===== config.mk =====
export PLATFORM = sky130hd
export DESIGN_NAME = data_cache_arbiter
export DESIGN_NICKNAME = d
export VERILOG_FILES = /design/src/rtl/data_cache_arbiter.sv
export SDC_FILE = /design/constraint.sdc
export NUM_CORES = 1
export LEC_CHECK = 0
export CORE_MARGIN = 3
export CORE_UTILIZATION = 50
export DETAILED_ROUTE_END_ITERATION = 6
export DONT_BUFFER_PORTS = 1
export PLACE_DENSITY = 0.72
export SLEW_MARGIN = 20
export SYNTH_ARGS = -nofsm -noshare
export SYNTH_HDL_FRONTEND = slang
export SYNTH_SLANG_ARGS = --single-unit

===== constraint.sdc =====
create_clock -name clk_in -period 2.51 [get_ports clk_in]
set_input_delay 0.1255 -clock clk_in [delete_from_list [all_inputs] [get_ports clk_in]]
set_output_delay 0.1255 -clock clk_in [all_outputs]
set_load 0.02 [all_outputs]

===== src/rtl/data_cache_arbiter.sv =====
`default_nettype none
// ============================================================================
// Module      : data_cache_arbiter
// Description : Round-robin arbiter sharing one data-cache BRAM port, with a
//               latency-matched tag pipeline routing read data back to its issuer.
// Revision    : 1.0 - initial release
// ============================================================================
module data_cache_arbiter #(
  parameter int NUM_REQ      = 4,
  parameter int DATA_WIDTH   = 16,
  parameter int ADDR_WIDTH   = 12,
  parameter int READ_LATENCY = 2
) (
  input  logic                          clk_in,
  input  logic                          rst_in,
  input  logic [NUM_REQ-1:0]            req_valid_in,
  output logic [NUM_REQ-1:0]            req_ready_out,
  input  logic [NUM_REQ-1:0]            req_we_in,
  input  logic [NUM_REQ*ADDR_WIDTH-1:0] req_addr_in,
  input  logic [NUM_REQ*DATA_WIDTH-1:0] req_wdata_in,
  output logic [NUM_REQ-1:0]            rsp_valid_out,
  output logic [DATA_WIDTH-1:0]         rsp_data_out,
  output logic                          bram_en_out,
  output logic                          bram_we_out,
  output logic [ADDR_WIDTH-1:0]         bram_addr_out,
  output logic [DATA_WIDTH-1:0]         bram_din_out,
  input  logic [DATA_WIDTH-1:0]         bram_dout_in
);

  localparam int c_ID_WIDTH = (NUM_REQ > 1) ? $clog2(NUM_REQ) : 1;
  localparam int c_STAGES   = READ_LATENCY + 1;

  logic [c_ID_WIDTH-1:0] r_rr_ptr;
  logic [NUM_REQ-1:0]    w_upper;
  logic                  w_any;
  logic [c_ID_WIDTH-1:0] w_grant_id;
  logic [c_ID_WIDTH-1:0] w_next_ptr;
  logic [NUM_REQ-1:0]    w_grant;
  logic                  w_hs;
  logic                  w_we;
  logic [ADDR_WIDTH-1:0] w_addr;
  logic [DATA_WIDTH-1:0] w_wdata;
  logic [NUM_REQ-1:0]    w_rsp_onehot;

  logic [c_STAGES-1:0]   r_tag_vld;
  logic [c_ID_WIDTH-1:0] r_tag_id [c_STAGES];

  // Requests at or above the pointer win first; otherwise wrap to the lowest valid index.
  always_comb begin
    w_upper    = '0;
    w_grant_id = '0;
    for (int i = 0; i < NUM_REQ; i++) begin
      w_upper[i] = req_valid_in[i] && (i >= int'(r_rr_ptr));
    end
    for (int i = NUM_REQ - 1; i >= 0; i--) begin
      if (req_valid_in[i]) w_grant_id = c_ID_WIDTH'(i);
    end
    for (int i = NUM_REQ - 1; i >= 0; i--) begin
      if (w_upper[i]) w_grant_id = c_ID_WIDTH'(i);
    end
    w_any   = |req_valid_in;
    w_hs    = w_any && rst_in;
    w_grant = '0;
    if (w_hs) w_grant[w_grant_id] = 1'b1;
    if (w_grant_id == c_ID_WIDTH'(NUM_REQ - 1)) w_next_ptr = '0;
    else                                        w_next_ptr = w_grant_id + 1'b1;
  end

  always_comb begin
    w_we    = 1'b0;
    w_addr  = '0;
    w_wdata = '0;
    for (int i = 0; i < NUM_REQ; i++) begin
      if (w_grant_id == c_ID_WIDTH'(i)) begin
        w_we    = req_we_in[i];
        w_addr  = req_addr_in[i*ADDR_WIDTH +: ADDR_WIDTH];
        w_wdata = req_wdata_in[i*DATA_WIDTH +: DATA_WIDTH];
      end
    end
  end

  always_comb begin
    w_rsp_onehot = '0;
    for (int i = 0; i < NUM_REQ; i++) begin
      w_rsp_onehot[i] = r_tag_vld[c_STAGES-1] && (r_tag_id[c_STAGES-1] == c_ID_WIDTH'(i));
    end
  end

  assign req_ready_out = w_grant;

  always_ff @(posedge clk_in or negedge rst_in) begin
    if (!rst_in) begin
      r_rr_ptr      <= '0;
      bram_en_out   <= 1'b0;
      bram_we_out   <= 1'b0;
      bram_addr_out <= '0;
      bram_din_out  <= '0;
      rsp_valid_out <= '0;
      rsp_data_out  <= '0;
      r_tag_vld     <= '0;
      for (int s = 0; s < c_STAGES; s++) r_tag_id[s] <= '0;
    end else begin
      bram_en_out <= w_hs;
      bram_we_out <= w_hs && w_we;
      if (w_hs) begin
        r_rr_ptr      <= w_next_ptr;
        bram_addr_out <= w_addr;
        bram_din_out  <= w_wdata;
      end

      // Tag stage 0 aligns with the command register; the last stage aligns with dout.
      r_tag_vld[0] <= w_hs && !w_we;
      r_tag_id[0]  <= w_grant_id;
      for (int s = 1; s < c_STAGES; s++) begin
        r_tag_vld[s] <= r_tag_vld[s-1];
        r_tag_id[s]  <= r_tag_id[s-1];
      end

      rsp_valid_out <= w_rsp_onehot;
      if (r_tag_vld[c_STAGES-1]) rsp_data_out <= bram_dout_in;
    end
  end

endmodule
`default_nettype wire


==> qor.csv <==
metric,value,unit
status,finished clean,
sequential share of power,46.8,%
most instantiated library cell after synthesis,dfrtp_1,
Rel. slew slack,36.73,%
Starting Density,53.06,%
crit-path max FO,34,
vias in the first global route,2706,
cell taking the most area after synthesis,dfrtp_1,
DRC Markers,0,
share of cells above drive strength 1,12.50,%
ANT cells,0,
Tightest Pin Transition,0.9490,ns
global-route wire length before repair,13.46,mm
Async SR Flop Fraction,100.0,%
htree depth,3,
Rows,28,
Yosys cell types,29,
f_max,0.4254,GHz
Post-DRT Antenna Nets,0,
Syn Nets,485,
die width,86.43,µm
clock-pin slew on the worst setup and hold paths,0.08,ns
final weighted congestion in routability-driven placement,0.7882,
Post-Syn Area,0.003234,mm²
Total GRT Usage,23.21,%
final slew viol count,0,
postcts setup bufs,0,
Final Hold Fails,0,
CP Capture Type,primary output,
Seq cells post-synth,61,
Worst-Skew Late Latency,0.34,ns
CTS Buf Count,9,
TritonCTS clock tree,built,
via count,2808,
utilization after layout,65.78,%
CTS max path bufs,2,
VDD IR max,0.7530,mV
commonest cells in the netlist,"61 x dfrtp_1, 32 x a21oi_1, 31 x nand2_1, 31 x nor2_1, 30 x inv_1",
setup TNS,0,ns
period utilization,93.65,%
CTS Sinks,61,
yosys warns,0,
"Seq/Total Area, Yosys",47.20,%
dpl ws,0.2696,ns
Hold WS,0.04242,ns
Clk pwr share,21.0,%
share of the synthesized area in the top cell type,47.20,%
Layout Nets,521,
Buffers on Ports,0,
vias per inst,6.118,
Routed WL,8.839,mm
Clock Skew,0.01201,ns
Avg WL per Cell,19.26,µm
register-to-register setup slack,0.20,ns
Die Area,0.007470,mm²
PD cells,1109,mW/mm²
P_sw,1831,µW
Cells after Synth,343,
drt initial violations,128,
dpl hpwl,5.570,mm
"top cells by area, synth","dfrtp_1 47%, a221o_1 9.0%, nand3b_1 6.7%",
Lkg Pwr,0.001698,µW
CTS root buf,clkbuf_8,
logic gate share of total power,32.3,%
Synth Flop Type,dfrtp_1,
Crit Path Category,flop to primary output,
grt ovf,0,
# setup viols final,0,
Switching Share,41.19,%
max_cap viols,0,
Post-synth EDFFs,0,
hold crit path type,input pin to flop,
initial antenna violation count,0,
total core area,0.006096,mm²
Pint,2615,µW
"Area growth, synth to finish",23.98,%
"Data required, critical path",2.38,ns
WP data arrival,2.23,ns
Setup WS post-layout,0.1595,ns
crit start category,flop,
RSZ-0062 raised after global routing,false,
Die H,86.43,µm
post-route minimum period,2.351,ns
largest net degree at the start of global routing,62,
syn_area_per_cell,9.430,µm²
Detailed Routing Iterations Pass 1,5,
IO Count,192,
## flip-flops by register name, summed over array words and instances (netlist names)
signal and cells:
bram_din_out 16, rsp_data_out 16, bram_addr_out 12, r_tag_id 6
rsp_valid_out 4, r_tag_vld 3, r_rr_ptr 2, bram_en_out 1
bram_we_out 1
## path summary, 6_finish.rpt
| check | cells after the start | startpoint | endpoint |
|---|---|---|---|
| worst max-delay path | 7 | r_rr_ptr[1] | req_ready_out[3] |
| worst min-delay path | 1 | req_valid_in[3] | r_tag_id[5] |
| worst max register to register | 8 | r_rr_ptr[1] | bram_din_out[15] |
| worst min register to register | 0 | r_tag_vld[1] | r_tag_vld[2] |
| max in group asynchronous | 2 | rst_in | bram_din_out[6] |
| min in group asynchronous | 2 | rst_in | bram_din_out[7] |
## worst max-delay path: stages, from the launching register on
cell and delay, ns:
dfrtp_1 0.45, mux2i_1 0.25, nor2_1 0.07, nor3_1 0.26, buf_4 0.17, ha_2 0.20
buf_8 0.22, and2_2 0.26
## kinds of logic after synthesis
family	count (synthesis)	share of synthesized area, %
buffers and inverters	62	7.814
flip-flops	61	47.20
multiplexers	18	6.228
adder cells (fa/ha/maj)	4	1.547
AO/OA/AOI/OAI	96	21.08
AND/OR/NAND/NOR	102	16.13
## metal layers
layer / global-route usage (%) / part of all wire, % / routed length [µm] / vias to the layer above
met1: 25.61 / 36 / 3206 / 1348
met2: 41.72 / 53 / 4668 / 156
met4: 7.790 / 1.4 / 126 / 0
met3: 7.700 / 9.5 / 838 / 11
li1: - / - / - / 1293
met5: 0 / 0 / 0 / -
## final cells by class
class	instances	area, µm²
clock inverter	5	65.06
clock buffer	11	151.4
inverter	30	112.6
tap	75	93.84
multi-input combinational	220	1465
fill	468	2086
timing repair buffer	57	595.6
sequential	61	1526
## power groups by stage
stage / combinational, µW / sequential, µW / clock [µW]
2_1_floorplan: 1120 / 1970 / 0
3_3_place_gp: 1290 / 2070 / 0
3_5_place_dp: 1320 / 2080 / 0
4_1_cts: 1410 / 2070 / 953
5_1_grt: 1600 / 2130 / 993
6_report: 1430 / 2080 / 932
## metrics by stage
stage	instance area [µm²]	std cells	power [µW]
6_report	4010	459	4446
5_1_grt	4010	459	4727
4_1_cts	4001	459	4427
3_5_place_dp	3297	396	3406
3_3_place_gp	3297	396	3360
2_1_floorplan	3234	343	3085
## cells in the final DEF (no fill, tap or decap), types with 11 or more instances in the layout
master         instances
nand3b_1              29
inv_1                 30
mux2_2                16
a31oi_1               28
nand2_1               31
nor2_1                31
clkbuf_8              11
dlygate4sd3_1         46
a21oi_1               32
dfrtp_1               61
a221o_1               29
## what timing repair did
action                                  in CTS  in global routing
hold endpoints to repair                   106                  0
hold buffers                                47                  0
endpoints found under the setup margin       0                  1
gates resized for setup                      0                  3
Power figures use the tool's default switching activity.
